[config.mk]
export PLATFORM = sky130hd
export DESIGN_NAME = minefield_engine_flat
export DESIGN_NICKNAME = d
export VERILOG_FILES = /design/src/rtl/minefield_pkg.sv /design/src/rtl/minefield_engine_if.sv /design/src/rtl/minefield_lfsr.sv /design/src/rtl/minefield_engine.sv /design/src/flat_wrapper.sv
export SDC_FILE = /design/constraint.sdc
export NUM_CORES = 1
export LEC_CHECK = 0
export ABC_AREA = 1
export CAP_MARGIN = 5
export CELL_PAD_IN_SITES_DETAIL_PLACEMENT = 1
export CELL_PAD_IN_SITES_GLOBAL_PLACEMENT = 1
export CORE_UTILIZATION = 43
export DETAILED_ROUTE_END_ITERATION = 6
export GPL_TIMING_DRIVEN = 0
export PLACE_DENSITY_LB_ADDON = 0.1
export SKIP_CTS_REPAIR_TIMING = 1
export SLEW_MARGIN = 20
export SYNTH_ARGS = -nofsm -noshare
export SYNTH_HDL_FRONTEND = slang
export SYNTH_SLANG_ARGS = --single-unit
[constraint.sdc]
create_clock -name clk -period 7.65 [get_ports clk]
set_input_delay 0.765 -clock clk [delete_from_list [all_inputs] [get_ports clk]]
set_output_delay 0.765 -clock clk [all_outputs]
set_load 0.03 [all_outputs]
[src/rtl/minefield_pkg.sv]
// Shared types and constants for the minesweeper board generator.
package minefield_pkg;

   typedef enum logic [2:0] {
      IDLE,
      CLEAR,
      PLACE,
      COUNT,
      DONE
   } state_t;

   localparam logic [15:0] LFSR_TAPS    = 16'hB400;
   localparam logic [15:0] LFSR_DEFAULT = 16'hACE1;

   typedef struct packed {
      logic       mine;
      logic [3:0] count;
   } cell_t;

   function automatic logic [15:0] lfsr_next(input logic [15:0] s);
      return {1'b0, s[15:1]} ^ (s[0] ? LFSR_TAPS : 16'h0000);
   endfunction

endpackage

[src/rtl/minefield_engine_if.sv]
// Control, parameter and read-port signals of the board generator.
interface minefield_engine_if #(
   parameter int NB_W = 8
);
   logic            start;
   logic [15:0]     seed;
   logic [NB_W-1:0] num_bombs;
   logic [3:0]      safe_row;
   logic [3:0]      safe_col;
   logic [3:0]      rd_row;
   logic [3:0]      rd_col;
   logic            rd_mine;
   logic [3:0]      rd_count;
   logic [NB_W-1:0] mines_placed;
   logic            busy;
   logic            done;

   modport master (
      output start, seed, num_bombs, safe_row, safe_col, rd_row, rd_col,
      input  rd_mine, rd_count, mines_placed, busy, done
   );

   modport slave (
      input  start, seed, num_bombs, safe_row, safe_col, rd_row, rd_col,
      output rd_mine, rd_count, mines_placed, busy, done
   );
endinterface

[src/rtl/minefield_lfsr.sv]
// 16-bit Galois LFSR; load replaces a zero seed with the default, step advances one state.
module minefield_lfsr
   import minefield_pkg::*;
(
   input  logic        clk,
   input  logic        reset,
   input  logic        load,
   input  logic [15:0] seed,
   input  logic        step,
   output logic [15:0] state
);

   always_ff @(posedge clk) begin
      if (!reset) begin
         state <= LFSR_DEFAULT;
      end else if (load) begin
         state <= (seed == 16'h0000) ? LFSR_DEFAULT : seed;
      end else if (step) begin
         state <= lfsr_next(state);
      end
   end

endmodule

[src/rtl/minefield_engine.sv]
// Board generator: CLEAR(1) + PLACE(data-dependent) + COUNT(ROWS*COLS) cycles; start ignored while busy.
// Registered read port, 1-cycle latency. MINEFIELD_SAFE_FIRST_EN keeps one captured cell mine-free.
module minefield_engine
   import minefield_pkg::*;
#(
   parameter int ROWS = 8,
   parameter int COLS = 8,
   parameter int NB_W = 8
)
(
   input logic               clk,
   input logic               reset,
   minefield_engine_if.slave bus
);

   localparam int CELLS = ROWS * COLS;
   localparam int IDX_W = $clog2(CELLS);
`ifdef MINEFIELD_SAFE_FIRST_EN
   localparam int MAX_BOMBS = CELLS - 2;
`else
   localparam int MAX_BOMBS = CELLS - 1;
`endif

   state_t          state_q, state_d;
   cell_t           board_q [CELLS];
   logic [NB_W-1:0] req_q, placed_q, req_clamped;
   logic [3:0]      row_q, col_q;
   logic [15:0]     lfsr_q;
   logic            lfsr_load, lfsr_step;
   logic [IDX_W-1:0] cand, cnt_idx, rd_idx;
   logic            cand_ok, place_hit, last_cell, rd_in, safe_hit;
   logic [3:0]      nb_sum;
   int              nr, nc;
   logic            unused_lfsr;

   minefield_lfsr u_lfsr (
      .clk   (clk),
      .reset (reset),
      .load  (lfsr_load),
      .seed  (bus.seed),
      .step  (lfsr_step),
      .state (lfsr_q)
   );

   assign unused_lfsr = ^lfsr_q[15:IDX_W];

`ifdef MINEFIELD_SAFE_FIRST_EN
   logic             safe_vld_q;
   logic [IDX_W-1:0] safe_idx_q;

   // An off-board safe cell simply never matches a candidate.
   always_ff @(posedge clk) begin
      if (!reset) begin
         safe_vld_q <= 1'b0;
         safe_idx_q <= '0;
      end else if (state_q == IDLE && bus.start) begin
         safe_vld_q <= (int'(bus.safe_row) < ROWS) && (int'(bus.safe_col) < COLS);
         safe_idx_q <= IDX_W'(int'(bus.safe_row) * COLS + int'(bus.safe_col));
      end
   end

   assign safe_hit = safe_vld_q && (cand == safe_idx_q);
`else
   logic unused_safe;
   assign unused_safe = ^{bus.safe_row, bus.safe_col};
   assign safe_hit    = 1'b0;
`endif

   assign req_clamped = (int'(bus.num_bombs) > MAX_BOMBS) ? NB_W'(MAX_BOMBS) : bus.num_bombs;
   assign cand        = lfsr_q[IDX_W-1:0];
   assign cand_ok     = ({1'b0, cand} < (IDX_W+1)'(CELLS)) && !board_q[cand].mine && !safe_hit;
   assign place_hit   = (state_q == PLACE) && cand_ok;
   assign last_cell   = (int'(row_q) == ROWS - 1) && (int'(col_q) == COLS - 1);
   assign cnt_idx     = IDX_W'(int'(row_q) * COLS + int'(col_q));
   assign rd_in       = (int'(bus.rd_row) < ROWS) && (int'(bus.rd_col) < COLS);
   assign rd_idx      = IDX_W'(int'(bus.rd_row) * COLS + int'(bus.rd_col));
   assign bus.mines_placed = placed_q;

   always_comb begin
      nb_sum = '0;
      nr     = 0;
      nc     = 0;
      for (int dr = -1; dr <= 1; dr++) begin
         for (int dc = -1; dc <= 1; dc++) begin
            nr = int'(row_q) + dr;
            nc = int'(col_q) + dc;
            if ((dr != 0 || dc != 0) && nr >= 0 && nr < ROWS && nc >= 0 && nc < COLS) begin
               nb_sum = nb_sum + {3'b000, board_q[IDX_W'(nr * COLS + nc)].mine};
            end
         end
      end
   end

   always_ff @(posedge clk) begin
      if (!reset) state_q <= IDLE;
      else        state_q <= state_d;
   end

   always_comb begin
      state_d = state_q;
      case (state_q)
         IDLE:    if (bus.start) state_d = CLEAR;
         CLEAR:   state_d = (req_q == '0) ? COUNT : PLACE;
         PLACE:   if (place_hit && (placed_q + NB_W'(1)) == req_q) state_d = COUNT;
         COUNT:   if (last_cell) state_d = DONE;
         default: state_d = IDLE;
      endcase
   end

   always_comb begin
      bus.busy  = 1'b0;
      bus.done  = 1'b0;
      lfsr_load = 1'b0;
      lfsr_step = 1'b0;
      case (state_q)
         IDLE:    lfsr_load = bus.start;
         CLEAR:   bus.busy  = 1'b1;
         PLACE: begin
            bus.busy  = 1'b1;
            lfsr_step = 1'b1;
         end
         COUNT:   bus.busy  = 1'b1;
         default: bus.done  = 1'b1;
      endcase
   end

   always_ff @(posedge clk) begin
      if (!reset) begin
         for (int i = 0; i < CELLS; i++) board_q[i] <= '0;
         req_q        <= '0;
         placed_q     <= '0;
         row_q        <= '0;
         col_q        <= '0;
         bus.rd_mine  <= 1'b0;
         bus.rd_count <= '0;
      end else begin
         bus.rd_mine  <= rd_in ? board_q[rd_idx].mine  : 1'b0;
         bus.rd_count <= rd_in ? board_q[rd_idx].count : 4'd0;
         case (state_q)
            IDLE: if (bus.start) req_q <= req_clamped;
            CLEAR: begin
               for (int i = 0; i < CELLS; i++) board_q[i] <= '0;
               placed_q <= '0;
               row_q    <= '0;
               col_q    <= '0;
            end
            PLACE: if (place_hit) begin
               board_q[cand].mine <= 1'b1;
               placed_q           <= placed_q + NB_W'(1);
            end
            COUNT: begin
               // Mine cells get a count too; the game logic decides what to show.
               board_q[cnt_idx].count <= nb_sum;
               if (int'(col_q) == COLS - 1) begin
                  col_q <= '0;
                  row_q <= row_q + 4'd1;
               end else begin
                  col_q <= col_q + 4'd1;
               end
            end
            default: ;
         endcase
      end
   end

endmodule

[src/flat_wrapper.sv]
// flat-port wrapper written by rule: the top's interface ports become plain ports
module minefield_engine_flat import minefield_pkg::*;
#(
   parameter int ROWS = 8,
   parameter int COLS = 8,
   parameter int NB_W = 8
)
  (clk, reset, bus_start, bus_seed, bus_num_bombs, bus_safe_row, bus_safe_col, bus_rd_row, bus_rd_col, bus_rd_mine, bus_rd_count, bus_mines_placed, bus_busy, bus_done);
  minefield_engine_if #(.NB_W(NB_W)) bus_i ();
  input logic clk;
  input logic reset;
  input wire logic [$bits(bus_i.start)-1:0] bus_start;
  input wire logic [$bits(bus_i.seed)-1:0] bus_seed;
  input wire logic [$bits(bus_i.num_bombs)-1:0] bus_num_bombs;
  input wire logic [$bits(bus_i.safe_row)-1:0] bus_safe_row;
  input wire logic [$bits(bus_i.safe_col)-1:0] bus_safe_col;
  input wire logic [$bits(bus_i.rd_row)-1:0] bus_rd_row;
  input wire logic [$bits(bus_i.rd_col)-1:0] bus_rd_col;
  output wire logic [$bits(bus_i.rd_mine)-1:0] bus_rd_mine;
  output wire logic [$bits(bus_i.rd_count)-1:0] bus_rd_count;
  output wire logic [$bits(bus_i.mines_placed)-1:0] bus_mines_placed;
  output wire logic [$bits(bus_i.busy)-1:0] bus_busy;
  output wire logic [$bits(bus_i.done)-1:0] bus_done;
  assign bus_i.start = bus_start;
  assign bus_i.seed = bus_seed;
  assign bus_i.num_bombs = bus_num_bombs;
  assign bus_i.safe_row = bus_safe_row;
  assign bus_i.safe_col = bus_safe_col;
  assign bus_i.rd_row = bus_rd_row;
  assign bus_i.rd_col = bus_rd_col;
  assign bus_rd_mine = bus_i.rd_mine;
  assign bus_rd_count = bus_i.rd_count;
  assign bus_mines_placed = bus_i.mines_placed;
  assign bus_busy = bus_i.busy;
  assign bus_done = bus_i.done;
  minefield_engine #(.ROWS(ROWS), .COLS(COLS), .NB_W(NB_W)) u_core (.clk(clk), .reset(reset), .bus(bus_i));
endmodule
==> results.md <==
* Status: finished clean
* Antenna viol nets, final at 0
* Routed vias at 21,700
* Period minus WS final at 7.39 ns
* Lkg Pwr at 0.00872 uW
* Cell count of the worst reg-to-reg path at 45
* Top delay family on crit path: adder cells
* Slew Viols, Final at 0
* Post-synth top flop: edfxtp_1
* Hold Path Class: register to register
* Worst Max-Slew Pin Slew at 1.32 ns
* Gr ovfl total at 0
* CP Data Required Time at 7.94 ns
* Root buf cell: clkbuf_16
* Worst VDD drop at 241 uV
* R2r endpoint: u_core.board_q[47][2]$_SDFFCE_PN0P_
* Clock Power Share at 0.264
* Residual DRC at 0
* Clock buffer depth at 3
* Internal power at 4790 uW
* Post-synth EDFFs at 320
* Net switching power at 3280 uW
* Switching part of the total at 0.406
* Overall Global Routing Usage at 0.408
* CTS buffer count at between 40 and 50
* Crit path kind: register to register
* # IOs at 58
* Sequential Power Share at 0.389
* Met2 Use GR at 0.649
* Post-synth cell types at 55
* Synth area leaders: edfxtp_1, nor2_1, o21ai_0
* Yosys reg bits at 374
* Initial Util at 0.438
* H-Tree Level Count at 2
* GP Congestion at 1.01
* CP max stage delay at 0.41 ns
* HP Start: u_core.u_lfsr.state[10]$_SDFFE_PN1N_
* Vias per cell at 6.42
* Hpwl dp at 75,400 um
* Core ar. at 49,100 sq um
* Max_cap viols at 0
* Largest net degree at the start of global routing at 14
* Worst r2r src: u_core.col_q[0]$_SDFFE_PN0P_
* Hold Slack at between 0.4 and 0.5 ns
* Tcrit/Tclk final at 0.966
* WHS Path Cells at 2
* Synthesized Nets at about 2,700
* Endpoints failing setup at 0
* Slowest cell on the critical path: fa_1
* Sequential share of the synthesized area at 0.498
* Worst slack at placement at -1.87 ns
* Final hold viol count at 0
* Gr busiest metal: met2
* CTS tree: yes
* Most common cell after layout, fill and taps aside: nor2_1
* Headroom to the max-slew limit at 0.123
* Setup WS post-layout at approximately 0.26 ns
* Logic gate share of total power at 0.347
* DR pass1 iterations at 7
* Core Util, Final at 0.503
* Clock slew at reported path FFs at around 0.060 ns
* FILL cells at 5,833
* Fmax at ~140 MHz
* CP startpoint kind: register
* Post-synth top area share at 0.448
* Synth-to-Final Area Change at 14.8%
* Die width at 225 um
* Synth Instances at 2,580
* Ys async rst share at 0
* Critical Path Fanout Max at 10
* Nets at about 2,800
* PwrDens at 327 nW/um^2
* Cell Area, Synth at ~21,000 sq um
* # rows at 81
* Vias in the first global route at 21,900
* DR WL/cell at 30.7 um
* GR Util met3 at 0.0894
* Yosys warns at 0
* Worst Hold Endpoint: u_core.u_lfsr.state[10]$_SDFFE_PN1N_
* Share of cells above drive strength 1 at 0.0927
* CTS Sinks at around 370
* DRT iter0 DRCs at around 2,700
* First-pass GRT wire length at around 150,000 um
* Final wirelength at slightly above 100,000 um
* Port Buf Inserts at 48
* Setup Skew at 0.0176 ns
* Crit path arrival time at 7.68 ns
* Reg-to-reg slack, setup at 0.26 ns
* Die Height at 225 um
* CP endpoint kind: register
* Met1 GRT Util at 0.503
* Area of the die at 50,800 sq um
* Clock Latency Late Sink at 0.59 ns
* Synth Area per Inst at roughly 8.3 sq um
* Leading area contributor after synthesis: edfxtp_1
* Initial antenna violation count at 4
* Buffers & Inverters on Critical Path at 13
* Most frequent cells in the layout: nor2_1, o21ai_0, edfxtp_1
==> through the flow <==
step | setup TNS (ns) | power [uW] | cell area [sq um] | cells
after detailed placement | -380.49 | 5750 | 22800 | 3292
final | 0 | 8070 | 24600 | 3382
after floorplan | 0 | 4590 | 21500 | 2580
after global routing | -0.576 | 8340 | 24600 | 3381
after CTS | -383.22 | 7850 | 24200 | 3369
after global placement | -313.32 | 5650 | 22800 | 3292
==> state kept, by name, indices dropped and copies added (netlist names), named ones only <==
register / flops
u_core.bus.mines_placed: 8
u_core.col_q: 4
u_core.bus.rd_mine: 1
u_core.row_q: 4
u_core.bus.rd_count: 4
u_core.req_q: 8
u_core.state_q: 3
u_core.u_lfsr.state: 16
u_core.board_q: 320
==> layout make-up <==
type / count / area, sq um / share of cell area
tap: 664 / 831 / 0.0337
sequential: 374 / 10700 / 0.434
clock buffer: 59 / 1240 / 0.0503
clock inverter: 18 / 171 / 0.00695
multi-input combinational: 1844 / 9430 / 0.383
timing repair buffer: 63 / 644 / 0.0261
antenna: 1 / 2.50 / 0.000102
inverter: 182 / 693 / 0.0281
buffer: 177 / 945 / 0.0383
==> worst max-delay path by stage <==
| stage | from | cells past startpoint | to | slack [ns] |
|---|---|---|---|---|
| 6_report | u_core.col_q[0]$_SDFFE_PN0P_ | 45 | u_core.board_q[47][2]$_SDFFCE_PN0P_ | 0.26 |
| 5_1_grt | u_core.col_q[0]$_SDFFE_PN0P_ | 45 | u_core.board_q[1][1]$_SDFFCE_PN0P_ | -0.03 |
| 4_1_cts | u_core.col_q[0]$_SDFFE_PN0P_ | 40 | u_core.board_q[43][1]$_SDFFCE_PN0P_ | -1.89 |
| 3_5_place_dp | u_core.col_q[0]$_SDFFE_PN0P_ | 40 | u_core.board_q[51][1]$_SDFFCE_PN0P_ | -1.87 |
| 3_3_place_gp | u_core.col_q[0]$_SDFFE_PN0P_ | 40 | u_core.board_q[51][1]$_SDFFCE_PN0P_ | -1.60 |
| 2_1_floorplan | u_core.col_q[0]$_SDFFE_PN0P_ | 46 | u_core.board_q[48][1]$_SDFFCE_PN0P_ | 0.30 |
==> power by group through the flow <==
| stage | clock network, uW | registers (uW) | logic [uW] |
|---|---|---|---|
| 2_1_floorplan | 0 | 2990 | 1600 |
| 3_3_place_gp | 0 | 3150 | 2500 |
| 3_5_place_dp | 0 | 3160 | 2590 |
| 4_1_cts | 2120 | 3120 | 2610 |
| 5_1_grt | 2180 | 3170 | 2990 |
| 6_report | 2130 | 3140 | 2800 |
==> per-layer routing <==
| metal | vias to the layer above | part of all wire |
|---|---|---|
| met5 | - | 0.00016 |
| met4 | 4 | 0.074 |
| met3 | 439 | 0.10 |
| met2 | 1421 | 0.45 |
| met1 | 10700 | 0.37 |
| li1 | 9168 | - |
==> cells by family after synthesis <==
family,Yosys count,share of synthesized area
compound gates,595,0.164
xor+xnor,27,0.0114
simple gates,1185,0.235
buf+inv,362,0.0687
fa+ha+maj,37,0.0237
flops,374,0.498
==> synth_stat cells, types with 3 or more instances <==
| cell type | count |
|---|---|
| dfxtp_1 | 54 |
| nand2_2 | 9 |
| buf_2 | 18 |
| o311ai_0 | 4 |
| xnor2_1 | 12 |
| nand3_1 | 209 |
| clkbuf_1 | 134 |
| nor2_2 | 66 |
| o21ai_0 | 342 |
| or2_2 | 4 |
| nor2_1 | 544 |
| buf_4 | 13 |
| o211ai_1 | 16 |
| edfxtp_1 | 320 |
| nand2_1 | 304 |
| o221ai_1 | 58 |
| nand4_1 | 9 |
| o211a_1 | 6 |
| buf_1 | 9 |
| o31ai_1 | 7 |
| a31oi_1 | 20 |
| a221oi_1 | 11 |
| buf_6 | 6 |
| nand3b_1 | 3 |
| a32o_1 | 3 |
| o21bai_1 | 4 |
| fa_1 | 6 |
| nor3_1 | 26 |
| a21oi_1 | 63 |
| xor2_1 | 14 |
| o22ai_1 | 36 |
| clkinv_1 | 6 |
| inv_1 | 168 |
| a211oi_1 | 8 |
| ha_1 | 31 |
| inv_2 | 8 |
==> worst register-to-register path: cells and delay by family (launching register included) <==
kind / cells / cell delay (ns)
adders and majority gates: 10 / 2.57
xor gates and xnor gates: 1 / 0.15
and+or+nand+nor: 20 / 2.38
buffers and inverters: 13 / 1.51
DFF: 1 / 0.32
AOI/OAI and AO/OA: 1 / 0.21
Power figures use the tool's default switching activity.
